[src/rtl/carry_select_adder_pkg.sv]
// Shared constants for the carry-select adder and its ripple-carry blocks.
package carry_select_adder_pkg;

  localparam int CSA_WIDTH = 16;
  localparam int CSA_BLK   = 4;

  // Number of carry-select blocks for a given operand width.
  function automatic int csa_nblk(input int width, input int blk);
    return width / blk;
  endfunction

endpackage

[src/rtl/carry_select_adder_rca_block.sv]
// rca_block: W-bit ripple-carry adder built from per-bit full-adder equations.
module rca_block
  import carry_select_adder_pkg::*;
#(
  parameter int W = CSA_BLK
) (
  input  logic [W-1:0] a,
  input  logic [W-1:0] b,
  input  logic         cin,
  output logic [W-1:0] sum,
  output logic         cout
);

  logic [W:0] carry_s;

  // Full-adder chain; the carry is kept in one process so it ripples bit by bit.
  always_comb begin
    carry_s    = '0;
    sum        = '0;
    carry_s[0] = cin;
    for (int i = 0; i < W; i++) begin
      sum[i]         = a[i] ^ b[i] ^ carry_s[i];
      carry_s[i + 1] = (a[i] & b[i]) | (carry_s[i] & (a[i] ^ b[i]));
    end
    cout = carry_s[W];
  end

endmodule

[src/rtl/carry_select_adder.sv]
// carry_select_adder: registered WIDTH-bit unsigned adder, {C,S} = A+B.
// Define CARRY_SELECT_ADDER_INREG_EN to add an input register stage (latency 2).
module carry_select_adder
  import carry_select_adder_pkg::*;
#(
  parameter int WIDTH = CSA_WIDTH,
  parameter int BLK   = CSA_BLK
) (
  input  logic             clk,
  input  logic             rst_n,
  input  logic [WIDTH-1:0] A,
  input  logic [WIDTH-1:0] B,
  output logic [WIDTH-1:0] S,
  output logic             C
);

  localparam int NBLK = csa_nblk(WIDTH, BLK);

  logic [WIDTH-1:0] a_op_s;
  logic [WIDTH-1:0] b_op_s;

`ifdef CARRY_SELECT_ADDER_INREG_EN
  logic [WIDTH-1:0] a_in_r;
  logic [WIDTH-1:0] b_in_r;

  // Input operand register stage.
  always_ff @(posedge clk or negedge rst_n) begin
    if (!rst_n) begin
      a_in_r <= '0;
      b_in_r <= '0;
    end else begin
      a_in_r <= A;
      b_in_r <= B;
    end
  end

  assign a_op_s = a_in_r;
  assign b_op_s = b_in_r;
`else
  assign a_op_s = A;
  assign b_op_s = B;
`endif

  // Per-block candidate results for carry-in 0 and carry-in 1.
  logic [BLK-1:0] sum0_s [NBLK];
  logic [BLK-1:0] sum1_s [NBLK];
  logic           cout0_s [NBLK];
  logic           cout1_s [NBLK];

  for (genvar g = 0; g < NBLK; g++) begin : g_blk
    rca_block #(.W(BLK)) u_rca0 (
      .a    (a_op_s[g*BLK +: BLK]),
      .b    (b_op_s[g*BLK +: BLK]),
      .cin  (1'b0),
      .sum  (sum0_s[g]),
      .cout (cout0_s[g])
    );
    if (g == 0) begin : g_first
      // Block 0 always sees carry-in 0, so both candidates are the same adder.
      assign sum1_s[g]  = sum0_s[g];
      assign cout1_s[g] = cout0_s[g];
    end else begin : g_rest
      rca_block #(.W(BLK)) u_rca1 (
        .a    (a_op_s[g*BLK +: BLK]),
        .b    (b_op_s[g*BLK +: BLK]),
        .cin  (1'b1),
        .sum  (sum1_s[g]),
        .cout (cout1_s[g])
      );
    end
  end

  logic [WIDTH-1:0] sum_s;
  logic             carry_s;

  // Select chain: each block's carry-out picks the next block's candidate.
  always_comb begin
    sum_s   = '0;
    carry_s = 1'b0;
    for (int i = 0; i < NBLK; i++) begin
      if (carry_s) begin
        sum_s[i*BLK +: BLK] = sum1_s[i];
        carry_s             = cout1_s[i];
      end else begin
        sum_s[i*BLK +: BLK] = sum0_s[i];
        carry_s             = cout0_s[i];
      end
    end
  end

  logic [WIDTH-1:0] s_r;
  logic             c_r;

  // Output result register.
  always_ff @(posedge clk or negedge rst_n) begin
    if (!rst_n) begin
      s_r <= '0;
      c_r <= 1'b0;
    end else begin
      s_r <= sum_s;
      c_r <= carry_s;
    end
  end

  assign S = s_r;
  assign C = c_r;

endmodule

[config.mk]
export PLATFORM = sky130hd
export DESIGN_NAME = carry_select_adder
export DESIGN_NICKNAME = d
export VERILOG_FILES = /design/src/rtl/carry_select_adder_pkg.sv /design/src/rtl/carry_select_adder_rca_block.sv /design/src/rtl/carry_select_adder.sv
export SDC_FILE = /design/constraint.sdc
export NUM_CORES = 1
export LEC_CHECK = 0
export CAP_MARGIN = 0
export CORE_AREA = 2 2 54 56
export CTS_CLUSTER_DIAMETER = 50
export DETAILED_ROUTE_END_ITERATION = 10
export DIE_AREA = 0 0 56 58
export HOLD_SLACK_MARGIN = 0.1
export MAX_ROUTING_LAYER = met4
export PLACE_DENSITY = 0.85
export SYNTH_ARGS = -nofsm -noshare
export SYNTH_HDL_FRONTEND = slang
export SYNTH_SLANG_ARGS = --single-unit
export TNS_END_PERCENT = 20
[constraint.sdc]
create_clock -name clk -period 1.32 [get_ports clk]
set_clock_uncertainty 0.1 [all_clocks]
set_input_delay 0.264 -clock clk [delete_from_list [all_inputs] [get_ports clk]]
set_output_delay 0.264 -clock clk [all_outputs]
set_load 0.05 [all_outputs]
; ---- Word level (Yosys, flattened, before mapping)
; Cells that the tools add are included.
[totals]
output_inout_bits = 17
elab_cells = 109
inputBits = 34
reg_bits = 17
[op_classes]
bitwise_logic = 101
muxes = 6
[op_table]
columns = cell, count
row1 = 1-bit bitwise AND, 37
row2 = 1-bit bitwise XOR, 37
row3 = 1-bit OR, 24
row4 = 4-bit 2-to-1 mux, 3
row5 = 1-bit 2-to-1 mux, 3
row6 = 1-bit NOT, 3

; ---- Logic depth before layout (Yosys ltp)
[depth]
ltp_word = 11
depth_mapped = 23
mapped_depth_nobuf = 23

; ---- Hierarchy
; From an unflattened synthesis, not the netlist that was laid out.
[unflattened]
cells_unflattened = 132
area_unflattened_um2 = 1430.1
[by_module_without_submodules]
columns = module, n_inst, area_per_inst_um2, cells_per_inst, seq_area_each_um2
row1 = rca_block, 7, 117.6, 14, 0.0
row2 = carry_select_adder, 1, 606.8, 34, 425.4

; ---- Least setup slack after synthesis
; Ideal clock, no wire load.
[synth_timing]
path_kind = in2reg
startpoint = input port A[0]
endpoint = register s_r[15], in the netlist S[15]
arrival_ns = 4.982
required_time_ns = 1.106
path_buffers = 0
cell_stages = 23
slack_ns = -3.876
setup_ns = 0.114
path_cell_list = ha_1 -> fa_1 -> fa_1 -> inv_1 -> fa_1 -> mux2i_1 -> fa_1 -> inv_1 -> fa_1 -> inv_1 -> fa_1 -> mux2i_1 -> fa_1 -> inv_1 -> fa_1 -> fa_1 -> mux2i_1 -> fa_1 -> inv_1 -> fa_1 -> inv_1 -> fa_1 -> inv_1
[synth_via]
elab_chain_len = 10
[synth_lines]
columns = element, line
row1 = from (decl), carry_select_adder.sv:11  ; input logic [WIDTH-1:0] A,
row2 = 1-bit bitwise AND (2 in series), carry_select_adder_rca_block.sv:23  ; carry_s[i + 1] = (a[i] & b[i]) | (carry_s[i] & (a[i] ^ b[i]));
row3 = 1-bit OR, carry_select_adder_rca_block.sv:23
row4 = 1-bit bitwise AND, carry_select_adder_rca_block.sv:23
row5 = 1-bit OR, carry_select_adder_rca_block.sv:23
row6 = 1-bit bitwise AND, carry_select_adder_rca_block.sv:23
row7 = 1-bit OR, carry_select_adder_rca_block.sv:23
row8 = 1-bit 2-to-1 mux (2 in series), carry_select_adder.sv:81  ; if (carry_s) begin
row9 = 4-bit 2-to-1 mux, carry_select_adder.sv:81
row10 = named net sum_s[15], carry_select_adder.sv:73  ; logic [WIDTH-1:0] sum_s;
row11 = to (signal assigned), carry_select_adder.sv:100  ; s_r <= sum_s;
row12 = to (decl), carry_select_adder.sv:91  ; logic [WIDTH-1:0] s_r;
; The timed path passes the listed nets, and every way through them passes these cells.

; ---- Worst setup path in the final report
[layout_timing]
startpoint = input port B[0]
endpoint = register s_r[15], in the netlist S[15]
[layout_via]
elab_chain_len = 10
[layout_lines]
columns = element, line
row1 = from (decl), carry_select_adder.sv:12  ; input logic [WIDTH-1:0] B,
row2 = 1-bit bitwise AND (2 in series), carry_select_adder_rca_block.sv:23
row3 = 1-bit OR, carry_select_adder_rca_block.sv:23
row4 = 1-bit bitwise AND, carry_select_adder_rca_block.sv:23
row5 = 1-bit OR, carry_select_adder_rca_block.sv:23
row6 = 1-bit bitwise AND, carry_select_adder_rca_block.sv:23
row7 = 1-bit OR, carry_select_adder_rca_block.sv:23
row8 = 1-bit 2-to-1 mux (2 in series), carry_select_adder.sv:81
row9 = 4-bit 2-to-1 mux, carry_select_adder.sv:81
row10 = named net sum_s[15], carry_select_adder.sv:73
; The timed path passes the listed nets, and every way through them passes these cells.

==> flow_metrics.tcl <==
set metrics [dict create \
    p_leak_nw 0.8604 \
    cts.root.buffer_cell "clkbuf_4" \
    place_area_um2 1698 \
    die_h_um 58 \
    routed-via-count 673 \
    ios 51 \
    clk_path_buf_depth 2 \
    syn_inst 73 \
    drt_iter0_drc 3 \
    maxCapViolations 0 \
    syn_nets 126 \
    crit_arrival_ps 5200 \
    wl_um 2010 \
    yosysSeqAreaShare_pct 45.95 \
    period_minus_slack_ps 5114 \
    diodes 0 \
    synth_common_cells "inv_1 (31), dfrtp_1 (17), fa_1 (12)" \
    cp_max_fo 2 \
    violations "setup timing" \
    post-route-period-util_pct 387.4 \
    dieArea_um2 3248 \
    grtUsageTotal_pct 14.17 \
    synth_top_area_share_pct 45.95 \
    syn_avg_cell_area_um2 12.68 \
    row_count 19 \
    post-route-util_pct 67.34 \
    fmax_mhz 195.5 \
    multi_input_area_um2 452.9 \
    yosysTopAreaCell "dfrtp_1" \
    hold_path.class "in -> async" \
    finalWorstSetupSlack_ps -3794 \
    dp_hpwl_um 1742 \
    cts_tree "done" \
    place.gp.congestion 0.7668 \
    tightestPinTransition_ps 209.9 \
    endpoint_kind "register" \
    io_buffers 50 \
    syn2layout_area_growth_pct 93.65 \
    synth-seq-cells 17 \
    worstPathRequired_ps 1410 \
    setup_viol 14 \
    drc_errors 0 \
    n_fill_cell 199 \
    post-synth-top-count-cell "inv_1" \
    regArea_um2 425.4 \
    nets 188 \
    yosys_warnings 0 \
    synth_edf_count 0 \
    max_slew_margin_pct 86.00 \
    ant_nets 0 \
    syn_area_um2 925.9 \
    htree_levels 1 \
    drt_first_pass_iters 4 \
    rsz0062_at_grt "yes" \
    power.density_nw_per_um2 1175 \
    synth_cell_types 7 \
    grt_max_degree 18 \
    max-vdd-ir-drop_uv 841.6 \
    initial_core_util_pct 34.77 \
    fin_area_um2 1793 \
    critPathLaunchType "primary input" \
    overflow 0 \
    coreArea_um2 2663 \
    cp-endpoint "S[15]$_DFF_PN0_" \
    finalMaxSlewViolations 0 \
    synth.area.top_cells "dfrtp_1 (46%), fa_1 (26%), inv_1 (13%)" \
    wl_per_cell_um 12.18 \
    final_layout_size_suffix_gt1_share_pct 39.55 \
    antenna_found_initial 0 \
    criticalPathCategory "in -> reg" \
    grt_pass1_vias 758 \
    startpoint "B[0]" \
    grt_pass1_wl_um 3346 \
    cts_inserted_buffers 3 \
    synthFlopType "dfrtp_1" \
    status "finished, violations left" \
    vias_per_cell 4.079 \
    cts_sinks 17 \
    clk_pin_slew_ps 100 \
    die_w_um 56 \
    finalHoldViolCount 0 \
    async_reset_ff_share_pct 100.0 \
]
-- flip-flops by register name, summed over array words and instances, names as in the netlist --
name,flops
C,1
S,16
-- final cells by class --
type	instances	share of cell area, %
Tap cell	31	2.163
Clock buffer	3	1.256
Timing Repair Buffer	57	40.82
Multi-Input combinational cell	25	25.26
Inverter	31	6.490
Sequential cell	17	23.73
Clock inverter	1	0.2791
-- metrics by stage --
step                      cells  setup slack [ps]  TNS (ps)  power, mW  hold WS (ps)
final                       165             -3794    -29380      2.107         204.2
after global routing        165             -4003    -30820      2.215         222.1
after CTS                   163             -3875    -29890      2.121         207.5
after detailed placement    157             -4440    -38700      1.819         516.0
after global placement      157             -4299    -37410      1.786         507.6
after floorplan              73             -3663    -28710      1.158        -131.6
-- timing repair --
item                       in CTS  in global routing
hold endpoints to repair        1                  0
setup endpoints to repair      15                 14
buffers inserted                1                  2
hold buffers                    1                  0
pin swaps                      10                  8
resized for setup              20                  4
-- cells in the final DEF (no fill, tap or decap), types with 2 or more instances in the layout --
cell type,count
buf_12,17
buf_4,6
buf_6,2
clkbuf_4,3
clkdlybuf4s50_1,28
dfrtp_1,17
fa_2,11
ha_1,6
inv_1,23
inv_2,8
mux2i_4,2
xor2_1,2
-- worst min path at each step --
| stage | endpoint | slack, ps | cells past startpoint |
|---|---|---|---|
| after global placement | S[13]$_DFF_PN0_ | 510 | 2 |
| after detailed placement | S[14]$_DFF_PN0_ | 520 | 2 |
| after floorplan | C$_DFF_PN0_ | -130 | 0 |
| after global routing | S[14]$_DFF_PN0_ | 220 | 2 |
| after CTS | C$_DFF_PN0_ | 210 | 2 |
| final | S[14]$_DFF_PN0_ | 200 | 2 |
-- metal layers --
layer | track usage [%] | part of all wire, %
met5 | - | 0
met4 | 4.082 | 0
met3 | 2.232 | 6.3
met2 | 28.57 | 63
met1 | 13.80 | 30
-- kinds of logic (layout without fill, tap and decap cells) --
group / Yosys count / in the layout / synth area share (%)
mux: 3 / 3 / 3.243
flops: 17 / 17 / 45.95
fa+ha+maj: 19 / 19 / 35.40
buf+inv: 31 / 92 / 12.57
xor+xnor: 3 / 3 / 2.838
-- critical path: stages --
cell	delay [ps]
buf_6	100
ha_4	150
fa_2	360
fa_2	340
inv_2	60
fa_2	240
mux2i_4	250
fa_2	230
inv_2	40
fa_2	320
inv_2	60
fa_2	210
mux2i_2	230
fa_2	230
inv_2	40
fa_2	340
fa_2	410
mux2i_4	210
fa_2	340
inv_2	60
fa_2	170
inv_1	50
fa_1	470
inv_1	40
-- power by group --
part	total, mW	internal (mW)	switching (mW)
combinational	1.14	0.589	0.549
sequential	0.704	0.620	0.0834
clock	0.266	0.112	0.153
Note: power is estimated with default switching activity, not from simulation.
